<file path="src/rtl/control_pkg.sv">
// ----------------------------------------------------------------------------
// control_pkg
// Shared definitions for the multicycle MIPS control path:
//   - MIPS opcode constants (IR[31:26])
//   - main FSM state encoding
//   - 3-bit ula_operation codes (also consumed by the ALU control decoder)
//   - ula_src_b / pc_source mux select constants
//   - opcode_known(): true for every opcode the FSM can sequence
// ----------------------------------------------------------------------------
package control_pkg;

  localparam logic [5:0] OP_RTYPE = 6'b000000;
  localparam logic [5:0] OP_J     = 6'b000010;
  localparam logic [5:0] OP_BEQ   = 6'b000100;
  localparam logic [5:0] OP_BNE   = 6'b000101;
  localparam logic [5:0] OP_ADDI  = 6'b001000;
  localparam logic [5:0] OP_SLTI  = 6'b001010;
  localparam logic [5:0] OP_SLTIU = 6'b001011;
  localparam logic [5:0] OP_ANDI  = 6'b001100;
  localparam logic [5:0] OP_ORI   = 6'b001101;
  localparam logic [5:0] OP_XORI  = 6'b001110;
  localparam logic [5:0] OP_LUI   = 6'b001111;
  localparam logic [5:0] OP_LW    = 6'b100011;
  localparam logic [5:0] OP_SW    = 6'b101011;

  typedef enum logic [3:0] {
    ST_START     = 4'd0,
    ST_FETCH     = 4'd1,
    ST_DECODE    = 4'd2,
    ST_MEM_ADDR  = 4'd3,
    ST_MEM_READ  = 4'd4,
    ST_MEM_WB    = 4'd5,
    ST_MEM_WRITE = 4'd6,
    ST_R_EXEC    = 4'd7,
    ST_R_WB      = 4'd8,
    ST_BRANCH    = 4'd9,
    ST_JUMP      = 4'd10,
    ST_I_EXEC    = 4'd11,
    ST_I_WB      = 4'd12
  } state_e;

  localparam logic [2:0] ULA_OP_ADD   = 3'b000;
  localparam logic [2:0] ULA_OP_SUB   = 3'b001;
  localparam logic [2:0] ULA_OP_RTYPE = 3'b010;
  localparam logic [2:0] ULA_OP_SLT   = 3'b011;
  localparam logic [2:0] ULA_OP_AND   = 3'b100;
  localparam logic [2:0] ULA_OP_OR    = 3'b101;
  localparam logic [2:0] ULA_OP_XOR   = 3'b110;
  localparam logic [2:0] ULA_OP_LUI   = 3'b111;

  localparam logic [1:0] SRCB_B       = 2'b00;
  localparam logic [1:0] SRCB_FOUR    = 2'b01;
  localparam logic [1:0] SRCB_IMM     = 2'b10;
  localparam logic [1:0] SRCB_IMM_SH2 = 2'b11;

  localparam logic [1:0] PCSRC_ALU    = 2'b00;
  localparam logic [1:0] PCSRC_ALUOUT = 2'b01;
  localparam logic [1:0] PCSRC_JUMP   = 2'b10;

  function automatic logic opcode_known(input logic [5:0] op);
    case (op)
      OP_RTYPE, OP_J, OP_BEQ, OP_BNE, OP_LW, OP_SW,
      OP_ADDI, OP_SLTI, OP_SLTIU, OP_ANDI, OP_ORI, OP_XORI, OP_LUI:
        opcode_known = 1'b1;
      default:
        opcode_known = 1'b0;
    endcase
  endfunction

endpackage

</file>
<file path="src/rtl/ula_op_encoder.sv">
// ----------------------------------------------------------------------------
// ula_op_encoder
// Combinational map from an I-type opcode to the 3-bit ula_operation code
// used during I_EXEC. Non-I-type opcodes map to add.
// Ports:
//   i_opcode         in  6  IR[31:26]
//   o_ula_operation  out 3  ALU operation class for the I-type instruction
// ----------------------------------------------------------------------------
module ula_op_encoder
  import control_pkg::*;
(
  input  logic [5:0] i_opcode,
  output logic [2:0] o_ula_operation
);

  always_comb begin
    o_ula_operation = ULA_OP_ADD;
    case (i_opcode)
      OP_ADDI:            o_ula_operation = ULA_OP_ADD;
      OP_SLTI, OP_SLTIU:  o_ula_operation = ULA_OP_SLT;
      OP_ANDI:            o_ula_operation = ULA_OP_AND;
      OP_ORI:             o_ula_operation = ULA_OP_OR;
      OP_XORI:            o_ula_operation = ULA_OP_XOR;
      OP_LUI:             o_ula_operation = ULA_OP_LUI;
      default:            o_ula_operation = ULA_OP_ADD;
    endcase
  end

endmodule

</file>
<file path="src/rtl/multicycle_control.sv">
// ----------------------------------------------------------------------------
// multicycle_control
// Moore main-control FSM for the multicycle MIPS datapath. Sequences each
// instruction through fetch / decode / execute / memory / write-back and
// drives datapath enables, mux selects and the 3-bit ula_operation code.
//
// Optional feature macro: MULTICYCLE_MEM_HANDSHAKE_EN
//   defined   : FETCH, MEM_READ and MEM_WRITE hold until mem_ready = 1;
//               ir_write/pc_write in FETCH are gated by mem_ready.
//   undefined : every memory state lasts one cycle; mem_ready is ignored.
//
// Ports:
//   clock, reset (async, active-high)
//   opcode      in  6  IR[31:26]
//   mem_ready   in  1  memory access complete (handshake build only)
//   pc_write, pc_write_cond, branch_ne, i_or_d, mem_read, mem_write,
//   ir_write, reg_dst, reg_write, mem_to_reg, ula_src_a        out 1
//   ula_src_b, pc_source                                       out 2
//   ula_operation                                              out 3
//   illegal_op  out 1  DECODE-cycle pulse on an unknown opcode
// ----------------------------------------------------------------------------
module multicycle_control
  import control_pkg::*;
(
  input  logic       clock,
  input  logic       reset,
  input  logic [5:0] opcode,
  input  logic       mem_ready,
  output logic       pc_write,
  output logic       pc_write_cond,
  output logic       branch_ne,
  output logic       i_or_d,
  output logic       mem_read,
  output logic       mem_write,
  output logic       ir_write,
  output logic       reg_dst,
  output logic       reg_write,
  output logic       mem_to_reg,
  output logic       ula_src_a,
  output logic [1:0] ula_src_b,
  output logic [1:0] pc_source,
  output logic [2:0] ula_operation,
  output logic       illegal_op
);

  state_e     r_state;
  state_e     w_next;
  logic       w_mem_done;
  logic [2:0] w_itype_op;

`ifdef MULTICYCLE_MEM_HANDSHAKE_EN
  assign w_mem_done = mem_ready;
`else
  logic w_unused_mem_ready;
  assign w_unused_mem_ready = mem_ready;
  assign w_mem_done = 1'b1;
`endif

  ula_op_encoder u_ula_op_encoder (
    .i_opcode        (opcode),
    .o_ula_operation (w_itype_op)
  );

  always_ff @(posedge clock or posedge reset) begin
    if (reset) r_state <= ST_START;
    else       r_state <= w_next;
  end

  always_comb begin
    w_next = r_state;
    case (r_state)
      ST_START:     w_next = ST_FETCH;
      ST_FETCH:     w_next = w_mem_done ? ST_DECODE : ST_FETCH;
      ST_DECODE: begin
        case (opcode)
          OP_LW, OP_SW:     w_next = ST_MEM_ADDR;
          OP_RTYPE:         w_next = ST_R_EXEC;
          OP_BEQ, OP_BNE:   w_next = ST_BRANCH;
          OP_J:             w_next = ST_JUMP;
          OP_ADDI, OP_SLTI, OP_SLTIU, OP_ANDI, OP_ORI, OP_XORI, OP_LUI:
                            w_next = ST_I_EXEC;
          default:          w_next = ST_FETCH;  // illegal: drop and refetch
        endcase
      end
      ST_MEM_ADDR:  w_next = (opcode == OP_SW) ? ST_MEM_WRITE : ST_MEM_READ;
      ST_MEM_READ:  w_next = w_mem_done ? ST_MEM_WB : ST_MEM_READ;
      ST_MEM_WB:    w_next = ST_FETCH;
      ST_MEM_WRITE: w_next = w_mem_done ? ST_FETCH : ST_MEM_WRITE;
      ST_R_EXEC:    w_next = ST_R_WB;
      ST_R_WB:      w_next = ST_FETCH;
      ST_BRANCH:    w_next = ST_FETCH;
      ST_JUMP:      w_next = ST_FETCH;
      ST_I_EXEC:    w_next = ST_I_WB;
      ST_I_WB:      w_next = ST_FETCH;
      default:      w_next = ST_START;
    endcase
  end

  always_comb begin
    pc_write      = 1'b0;
    pc_write_cond = 1'b0;
    branch_ne     = 1'b0;
    i_or_d        = 1'b0;
    mem_read      = 1'b0;
    mem_write     = 1'b0;
    ir_write      = 1'b0;
    reg_dst       = 1'b0;
    reg_write     = 1'b0;
    mem_to_reg    = 1'b0;
    ula_src_a     = 1'b0;
    ula_src_b     = SRCB_B;
    pc_source     = PCSRC_ALU;
    ula_operation = ULA_OP_ADD;
    case (r_state)
      ST_FETCH: begin
        mem_read  = 1'b1;
        ula_src_b = SRCB_FOUR;
        // Gated so IR load and PC+4 happen once, on the completing cycle.
        ir_write  = w_mem_done;
        pc_write  = w_mem_done;
      end
      ST_DECODE:    ula_src_b = SRCB_IMM_SH2;
      ST_MEM_ADDR: begin
        ula_src_a = 1'b1;
        ula_src_b = SRCB_IMM;
      end
      ST_MEM_READ: begin
        mem_read = 1'b1;
        i_or_d   = 1'b1;
      end
      ST_MEM_WB: begin
        reg_write  = 1'b1;
        mem_to_reg = 1'b1;
      end
      ST_MEM_WRITE: begin
        mem_write = 1'b1;
        i_or_d    = 1'b1;
      end
      ST_R_EXEC: begin
        ula_src_a     = 1'b1;
        ula_operation = ULA_OP_RTYPE;
      end
      ST_R_WB: begin
        reg_dst   = 1'b1;
        reg_write = 1'b1;
      end
      ST_BRANCH: begin
        ula_src_a     = 1'b1;
        ula_operation = ULA_OP_SUB;
        pc_write_cond = 1'b1;
        pc_source     = PCSRC_ALUOUT;
        branch_ne     = (opcode == OP_BNE);
      end
      ST_JUMP: begin
        pc_write  = 1'b1;
        pc_source = PCSRC_JUMP;
      end
      ST_I_EXEC: begin
        ula_src_a     = 1'b1;
        ula_src_b     = SRCB_IMM;
        ula_operation = w_itype_op;
      end
      ST_I_WB:      reg_write = 1'b1;
      default: ;
    endcase
  end

  assign illegal_op = (r_state == ST_DECODE) && !opcode_known(opcode);

endmodule

</file>
<file path="config.mk">
export PLATFORM = sky130hd
export DESIGN_NAME = multicycle_control
export DESIGN_NICKNAME = d
export VERILOG_FILES = /design/src/rtl/control_pkg.sv /design/src/rtl/ula_op_encoder.sv /design/src/rtl/multicycle_control.sv
export SDC_FILE = /design/constraint.sdc
export NUM_CORES = 1
export LEC_CHECK = 0
export BUFFER_PORTS_ARGS = -buffer_cell sky130_fd_sc_hd__buf_4
export CAP_MARGIN = 10
export CORE_UTILIZATION = 39
export CTS_CLUSTER_SIZE = 8
export DETAILED_ROUTE_END_ITERATION = 7
export GPL_ROUTABILITY_DRIVEN = 0
export PLACE_DENSITY_LB_ADDON = 0.05
export SLEW_MARGIN = 40
export SYNTH_ARGS = -nofsm -noshare
export SYNTH_HDL_FRONTEND = slang
export SYNTH_SLANG_ARGS = --single-unit
</file>
<file path="constraint.sdc">
create_clock -name clock -period 1.6 [get_ports clock]
set_input_delay 0.24 -clock clock [delete_from_list [all_inputs] [get_ports clock]]
set_output_delay 0.24 -clock clock [all_outputs]
set_load 0.01 [all_outputs]
</file>
==> results of run 1 <==
## repair_timing
item / in CTS / in global routing
gates resized for setup: 11 / 15
pin swaps: 3 / 4
hold buffers: 1 / 0
setup endpoints to repair: 5 / 6
hold endpoints to repair: 4 / 0
setup buffers: 0 / 5
## worst min path at each step
stage,endpoint,cells after the start,slack [ns],from
2_1_floorplan,r_state[0]$_DFF_PP0_,1,0.006,reset
3_3_place_gp,r_state[3]$_DFF_PP0_,2,0.13,reset
3_5_place_dp,r_state[1]$_DFF_PP0_,2,0.14,reset
4_1_cts,r_state[3]$_DFF_PP0_,3,0.38,opcode[5]
5_1_grt,r_state[3]$_DFF_PP0_,3,0.41,opcode[5]
6_report,r_state[3]$_DFF_PP0_,3,0.38,opcode[5]
## worst max-delay path: stages (launching register included)
cell      delay [ns]
dfrtp_1         0.43
buf_6           0.15
nand2b_4        0.06
nor2_4          0.09
and3_4          0.17
and3_4          0.16
buf_6           0.09
## cell usage after synthesis, drive strengths merged, types with 2 or more instances
| library cell | number | area share |
|---|---|---|
| a21o | 2 | 0.028 |
| a21oi | 8 | 0.076 |
| and3 | 2 | 0.024 |
| buf | 3 | 0.045 |
| clkbuf | 3 | 0.021 |
| dfrtp | 4 | 0.19 |
| inv | 3 | 0.021 |
| nand2 | 4 | 0.028 |
| nand2b | 6 | 0.071 |
| nand3 | 3 | 0.028 |
| nor2 | 14 | 0.099 |
| nor2b | 3 | 0.035 |
| nor3 | 4 | 0.038 |
| o21ai | 3 | 0.028 |
| o22ai | 2 | 0.024 |
| or2 | 2 | 0.028 |
| or4 | 2 | 0.028 |
## cell families after synthesis
| family | count (synthesis) | synth area share |
|---|---|---|
| simple gates | 46 | 0.461 |
| compound gates | 21 | 0.246 |
| buf+inv | 9 | 0.0875 |
| flops | 4 | 0.189 |
| xor+xnor | 1 | 0.0166 |
## where the power goes
part	switching (uW)	total (uW)	internal (uW)	leakage, uW
logic	535	1120	588	0.000388
registers	63.5	209	145	0.0000470
clock network	42.8	127	83.9	0.0000138
## metal layers
layer	vias up	global-route usage	part of all wire
met4	0	0.103	0.027
met5	-	0	0
li1	371	-	-
met3	10	0.0867	0.077
met2	57	0.396	0.49
met1	368	0.296	0.41
## through the flow
stage,cells,total power [uW],hold WS (ns)
after floorplan,81,682,0.00608
after global placement,126,1070,0.132
after detailed placement,126,1080,0.140
after CTS,130,1280,0.378
after global routing,135,1550,0.410
final,135,1460,0.383
## cells in the final DEF (no fill, tap or decap), types with 2 or more instances in the layout
cell      Yosys  routed
or4_1         2       2
buf_6         1       4
nand2b_4      0       3
nor3_1        4       3
inv_1         3       3
buf_4         1      38
a21oi_1       8       7
o22ai_1       2       2
dfrtp_2       0       3
nand2b_1      6       3
nand2_1       4       4
nor2_1       14      13
a21o_1        2       2
nand3_1       3       2
clkbuf_4      0       3
and3_4        0       2
o21ai_0       3       3
## cell type report
class / count / area [um^2] / share of cell area
Multi-Input combinational cell: 68 / 474 / 0.489
Timing Repair Buffer: 43 / 340 / 0.351
Sequential cell: 4 / 104 / 0.107
Clock buffer: 3 / 22.5 / 0.0232
Tap cell: 14 / 17.5 / 0.0181
Inverter: 3 / 11.3 / 0.0116
==> results_dict.tcl, run 1 <==
set metrics [dict create \
    cts_num_sinks 4 \
    vias 806 \
    ios 28 \
    avgSynthCellArea_um2 6.53 \
    cp_data_required_time_ns 1.36 \
    setup_slack_ns -0.0348 \
    antenna_found_initial 0 \
    clock_skew_ns 0.0103 \
    drtIter0Drc 27 \
    first_pass_iters 4 \
    dieArea_um2 1510 \
    crit_start "r_state[0]$_DFF_PP0_" \
    reg2reg_slack_ns 0.06 \
    power_density_nw_per_um2 1500 \
    endpoint "branch_ne" \
    design.core.area_um2 1190 \
    fin_area_um2 970 \
    io_buffers 26 \
    area_growth_pct 83.2 \
    initial_core_util 0.446 \
    synth_edf_count 0 \
    fmax_ghz 0.612 \
    reg2reg_to "r_state[1]$_DFF_PP0_" \
    seq_area_frac_synth 0.189 \
    routed_wl_um 1870 \
    die_w_um 38.8 \
    path_clk_slew_ns 0.04 \
    yosys_warnings 0 \
    layout-drive-gt1-share 0.529 \
    viasPerCell 5.97 \
    numCtsBuffers 3 \
    cp-start-kind "flip-flop" \
    cts_buffer_depth 2 \
    leakage_uw 0.000449 \
    synth_nets 90 \
    grt_pass1_wl_um 2520 \
    drv_slew 0 \
    cp_data_arrival_time_ns 1.39 \
    rr_worst_depth 5 \
    fin_nets 132 \
    clock_latency_ns 0.24 \
    hpwlAfterDp_um 1230 \
    ir_drop_uv 999 \
    htreeDepth 1 \
    placementRows 12 \
    diodes 0 \
    postRouteAntennaNets 0 \
    finalSetupTns_ns -0.0901 \
    syn_area_um2 529 \
    filler_cell_count 91 \
    fin_crit_sh 1.02 \
    async_reset_ff_frac 1.00 \
    syn_inst 81 \
    reg.largest.list "r_state: 4 flops" \
    cp-end-kind "output pin" \
    final_core_util 0.818 \
    r2r_start "r_state[0]$_DFF_PP0_" \
    crit_fanout 4 \
    setup_violations 4 \
    synth_flop_cell "dfrtp_1" \
    grt_use_total 0.248 \
    die-height_um 38.8 \
    placed_area_um2 790 \
    drc 0 \
    failed_checks "setup timing" \
    worst_pin_slew_ns 0.345 \
    synth_seq_cells 4 \
    hold_viol 0 \
    hp-class "primary input to flip-flop" \
    clockRootBuffer "clkbuf_4" \
    largest_reg_flops 4 \
    gr-total-overflow 0 \
    largest-register "r_state" \
    yosys.cell_types.count 33 \
    tritoncts "done" \
    first_global_vias 582 \
    status "finished, violations left" \
    path_class "flip-flop to output pin" \
    rsz0062_at_grt "true" \
    wire_per_inst_um 13.9 \
    pre_cts_ws_ns 0.128 \
    maxCapViolCount 0 \
    grt_max_degree 12 \
    min_period_ns 1.63 \
    slew_headroom 0.770 \
]
Note: power is estimated with default switching activity, not from simulation.
==> run 2: changes to the inputs <==
--- a/config.mk
+++ b/config.mk
@@ -5,9 +5,10 @@
 export SDC_FILE = /design/constraint.sdc
 export NUM_CORES = 1
 export LEC_CHECK = 0
+export ABC_AREA = 1
 export BUFFER_PORTS_ARGS = -buffer_cell sky130_fd_sc_hd__buf_4
 export CAP_MARGIN = 10
-export CORE_UTILIZATION = 39
+export CORE_UTILIZATION = 38
 export CTS_CLUSTER_SIZE = 8
 export DETAILED_ROUTE_END_ITERATION = 7
 export GPL_ROUTABILITY_DRIVEN = 0
==> run 2 against run 1 <==
  * The flow now finishes without violations
  * Routed wire length down 16%
  * Register-to-register slack better by 0.26 ns
  * Sequential power about the same
  * Synthesized cell count up 17%
  * Global-route usage down 1.4 points
  * Critical path type unchanged
  * Largest cell class unchanged
==> results_dict.tcl, run 2 <==
set metrics [dict create \
    status "finished, final reports clean" \
    largest-register "r_state" \
    maxCapViolCount 0 \
    min_period_ns 1.57 \
    yosysTopAreaCellShare 0.201 \
    ys_top_cells_by_area "nand2_1 20%, dfrtp_1 19%, nor2_1 8.6%, inv_2 7.2%, inv_1 6.5%" \
    grt_use_total 0.234 \
    antenna_found_initial 0 \
    slew_headroom 0.841 \
    numCtsBuffers 3 \
    hp-class "primary input to flip-flop" \
    total_power_uw 1270 \
    r2r_start "r_state[3]$_DFF_PP0_" \
    first_global_vias 613 \
    initial_core_util 0.407 \
    ir_drop_uv 519 \
    final_core_util 0.693 \
    cp_slowest_cell "dfrtp_1" \
    routed_wl_um 1580 \
    rr_worst_depth 9 \
    cp-start-kind "flip-flop" \
    reg.largest.list "r_state: 4 flops" \
    die-height_um 39.1 \
    synth_common_cells "28 x nand2_1, 12 x nor2_1, 10 x inv_2, 9 x inv_1, 5 x nand4_1" \
    crit_fanout 4 \
    finalSetupTns_ns 0 \
    grt_pass1_wl_um 2430 \
    postRouteAntennaNets 0 \
    cp_data_required_time_ns 1.36 \
    drc 0 \
    layout_commonest_cell "buf_4" \
    leakage_uw 0.000512 \
    worstHoldStart "opcode[5]" \
    seq_area_frac_synth 0.191 \
    fin_crit_sh 0.980 \
    power_density_nw_per_um2 1420 \
    post-synth-top-count-cell "nand2_1" \
    yosys.cell_types.count 19 \
    cp_data_arrival_time_ns 1.33 \
    die_w_um 39.1 \
    whs_path_depth 4 \
    yosys_warnings 0 \
    gr-total-overflow 0 \
    rsz0062_at_grt "true" \
    area_growth_pct 70.3 \
    vias 705 \
    path_cells "buf_6 > nor2_4 > inv_2 > nor2_4 > inv_2 > a21oi_2 > buf_4" \
    yosys.area.top_type "nand2_1" \
    diodes 0 \
    syn_area_um2 523 \
    placementRows 13 \
    hpwlAfterDp_um 1150 \
    holdPathEnd "r_state[1]$_DFF_PP0_" \
    avgSynthCellArea_um2 5.51 \
    reg2reg_to "r_state[1]$_DFF_PP0_" \
    clock_latency_ns 0.24 \
    path_class "flip-flop to output pin" \
    grt_max_degree 7 \
    hold_ws_ns 0.308 \
    async_reset_ff_frac 1.00 \
    io_buffers 26 \
    layout-drive-gt1-share 0.519 \
    path_clk_slew_ns 0.04 \
    hold_viol 0 \
    synth_flop_cell "dfrtp_1" \
    drtIter0Drc 11 \
    cts_buffer_depth 2 \
    dieArea_um2 1530 \
    viasPerCell 4.76 \
    htreeDepth 1 \
    cts_num_sinks 4 \
    synth_seq_cells 4 \
    drv_slew 0 \
    setup_violations 0 \
    clockRootBuffer "clkbuf_4" \
    first_pass_iters 4 \
    fin_nets 144 \
    largest_reg_flops 4 \
    clock_skew_ns 0.00492 \
    synth_nets 104 \
    fmax_ghz 0.638 \
    worst_path_largest_cell_delay_ns 0.40 \
    design.core.area_um2 1280 \
    cp-end-kind "output pin" \
    ios 28 \
    wire_per_inst_um 10.7 \
    tritoncts "done" \
    synth_edf_count 0 \
    reg2reg_slack_ns 0.32 \
    fin_area_um2 891 \
    placed_area_um2 729 \
    layout_common_cells "33 x buf_4, 25 x nand2_1, 11 x inv_2, 11 x nor2_1, 8 x inv_1" \
    syn_inst 95 \
    worst_pin_slew_ns 0.237 \
]
==> run 2: worst max-delay path by stage <==
stage,from,to,slack (ns),cells past startpoint
floorplan,r_state[2]$_DFF_PP0_,pc_write,0.33,5
global placement,r_state[2]$_DFF_PP0_,ula_operation[0],0.23,6
detailed placement,r_state[2]$_DFF_PP0_,pc_write,0.20,6
CTS,r_state[3]$_DFF_PP0_,illegal_op,-0.01,7
global route,r_state[3]$_DFF_PP0_,illegal_op,-0.06,7
finish,r_state[3]$_DFF_PP0_,illegal_op,0.03,7
==> run 2: metrics by stage <==
step                      setup slack [ns]  std cells
after floorplan                      0.332         95
after global placement               0.225        135
after detailed placement             0.202        135
after CTS                          -0.0114        145
after global routing               -0.0566        148
final                               0.0316        148
==> run 2: cell type report <==
class | count | area (um^2)
multi-input cells | 71 | 394
flip-flops and latches | 4 | 104
fillers | 121 | 394
repair buffers | 36 | 280
well taps | 15 | 18.8
clock buffers | 3 | 22.5
inverters | 19 | 71.3
==> run 2: logic make-up after synthesis <==
logic type / count (synthesis) / synth area share
buffers and inverters: 20 / 0.151
and+or+nand+nor: 62 / 0.557
DFF: 4 / 0.191
AOI/OAI and AO/OA: 9 / 0.100
==> run 2: critical path, delay by kind of cell, from the launching register on <==
family                 cells  cell delay, ns
buffers and inverters      4            0.38
DFF                        1            0.40
AOI/OAI and AO/OA          1            0.09
and+or+nand+nor            2            0.21
==> run 2: power breakdown <==
| part | total, uW | leakage, uW | switching [uW] | internal [uW] |
|---|---|---|---|---|
| combinational | 926 | 0.000450 | 500 | 426 |
| sequential | 209 | 0.0000477 | 62.2 | 147 |
| clock | 131 | 0.0000138 | 46.4 | 84.2 |
| total | 1270 | 0.000512 | 608 | 657 |
==> run 2: repair_timing <==
item / in CTS / in global routing
hold buffers: 1 / 0
pin swaps: 8 / 10
endpoints found under the setup margin: 6 / 10
gates resized for setup: 6 / 13
buffers inserted: 6 / 3
endpoints found under the hold margin: 4 / 0
==> run 2: layer usage <==
metal	wire, um	track usage	up-vias
met3	43	0	2
met4	25	0.129	0
met1	635	0.253	310
met2	874	0.450	21
li1	-	-	372
met5	0	0	-
==> run 3: changes to the inputs <==
==> constraint.sdc (replaced) <==
create_clock -name clock -period 1.4 [get_ports clock]
set_input_delay 0.21 -clock clock [delete_from_list [all_inputs] [get_ports clock]]
set_output_delay 0.21 -clock clock [all_outputs]
set_load 0.01 [all_outputs]
==> run 3 against run 2 <==
  * The run now ends with setup timing left
  * Global-route usage down 0.45 points
  * Sequential power increased by 16%
  * Non-clock buffer count down 1
  * Clock power rose by 15%
  * Combinational power up 5.0%
  * Largest cell class unchanged
==> results_dict.tcl, run 3 (same netlist as run 2, synthesis figures left out) <==
set metrics [dict create \
    tritoncts "done" \
    placementRows 13 \
    die-height_um 39.1 \
    clockRootBuffer "clkbuf_4" \
    routed_wl_um 1530 \
    power_density_nw_per_um2 1590 \
    cp-start-kind "flip-flop" \
    setup_slack_ns -0.159 \
    layout_common_cells "33 x buf_4, 26 x nand2_1, 12 x inv_2, 10 x nor2_1, 7 x inv_1" \
    multi_input_area_um2 373 \
    cp_data_arrival_time_ns 1.35 \
    crit_fanout 5 \
    min_period_ns 1.56 \
    maxCapViolCount 0 \
    worst_pin_slew_ns 0.272 \
    clock_skew_ns 0.00273 \
    cts_buffer_depth 2 \
    wire_per_inst_um 10.4 \
    cp_slowest_cell "dfrtp_2" \
    setup_violations 13 \
    ios 28 \
    area_growth_pct 64.1 \
    leakage_uw 0.000482 \
    viasPerCell 4.78 \
    fin_area_um2 858 \
    fin_nets 143 \
    dieArea_um2 1530 \
    numCtsBuffers 3 \
    slew_headroom 0.817 \
    ir_drop_uv 514 \
    path_class "flip-flop to output pin" \
    io_buffers 26 \
    fmax_ghz 0.641 \
    failed_checks "setup timing" \
    layout.cells.non_filler 147 \
    largest_reg_flops 4 \
    drc 0 \
    antenna_found_initial 0 \
    htreeDepth 1 \
    path_clk_slew_ns 0.04 \
    cts_num_sinks 4 \
    diodes 0 \
    cp_data_required_time_ns 1.19 \
    layout-drive-gt1-share 0.515 \
    hpwlAfterDp_um 1160 \
    fin_crit_sh 1.11 \
    initial_core_util 0.407 \
    drv_slew 0 \
    seq_area_um2 104 \
    grt_pass1_wl_um 2300 \
    placed_area_um2 737 \
    rsz0062_at_grt "true" \
    first_global_vias 559 \
    reg.largest.list "r_state: 4 flops" \
    gr-total-overflow 0 \
    worst_path_largest_cell_delay_ns 0.43 \
    grt_use_total 0.229 \
    vias 703 \
    status "finished, violations left" \
    die_w_um 39.1 \
    cp-end-kind "output pin" \
    path_cells "nor2_4 > nand2_2 > nor3_2 > nand2_1 > nand3_1 > buf_4" \
    filler_cell_count 116 \
    dp_cells 136 \
    largest-register "r_state" \
    clock_latency_ns 0.24 \
    hold_viol 0 \
    design.core.area_um2 1280 \
    postRouteAntennaNets 0 \
    layout_commonest_cell "buf_4" \
    hp-class "primary input to flip-flop" \
    first_pass_iters 4 \
    drtIter0Drc 11 \
    grt_max_degree 7 \
]
-- run 3: cell count changes in the layout (fill, tap and decap cells not counted), sizes merged --
cell / previous run / this run
buf: 35 / 34
-- run 3: report_power, final --
part / total, uW / internal (uW) / switching [uW] / leakage, uW
registers: 242 / 168 / 74.2 / 0.0000477
clock network: 151 / 96.3 / 54.3 / 0.0000138
logic: 972 / 456 / 517 / 0.000420
total: 1360 / 720 / 645 / 0.000482
-- run 3: critical path: cells and delay by family (launching register included) --
family | cells | cell delay [ns]
AND/OR/NAND/NOR | 5 | 0.56
flip-flops | 1 | 0.43
buffers and inverters | 1 | 0.12
-- run 3: what timing repair did --
action,4_1_cts,5_1_grt
resized for setup,7,8
hold buffers,1,0
cloned,0,0
setup buffers,4,3
endpoints found under the setup margin,14,19
endpoints found under the hold margin,4,0
pin swaps,4,1
-- run 3: through the flow --
step / hold slack, ns / worst slack [ns] / setup TNS, ns / util / total power [uW]
2_1_floorplan: -0.0239 / 0.162 / 0 / - / 692
4_1_cts: 0.264 / -0.170 / -1.44 / 0.637 / 1290
5_1_grt: 0.314 / -0.274 / -2.72 / 0.668 / 1490
3_5_place_dp: 0.107 / 0.0655 / 0 / 0.574 / 1060
6_report: 0.258 / -0.159 / -1.45 / 0.668 / 1360
3_3_place_gp: 0.100 / 0.0675 / 0 / 0.574 / 1050
-- run 3: per-layer routing --
layer / share of wire / routed length [um] / global-route usage / vias to the layer above
met5: 0 / 0 / 0 / -
met4: 0.014 / 22 / 0.155 / 0
met3: 0.026 / 40 / 0.0173 / 3
met2: 0.55 / 840 / 0.408 / 16
met1: 0.41 / 632 / 0.253 / 309
li1: - / - / - / 375
-- run 3: layout make-up --
class	count	share of cell area
Tap cell	15	0.0219
Clock buffer	3	0.0262
Timing Repair Buffer	35	0.313
Multi-Input combinational cell	71	0.434
Inverter	19	0.0831
Sequential cell	4	0.121
-- run 3: final timing paths --
kind	cells after the start	to	slack, ns	from
worst min-delay path	4	r_state[1]$_DFF_PP0_	0.26	opcode[5]
min in group asynchronous	3	r_state[3]$_DFF_PP0_	0.40	reset
worst max-delay path	6	ula_operation[0]	-0.16	r_state[2]$_DFF_PP0_
max in group asynchronous	3	r_state[1]$_DFF_PP0_	0.84	reset
worst min register to register	3	r_state[2]$_DFF_PP0_	0.66	r_state[1]$_DFF_PP0_
worst max register to register	7	r_state[1]$_DFF_PP0_	0.25	r_state[1]$_DFF_PP0_
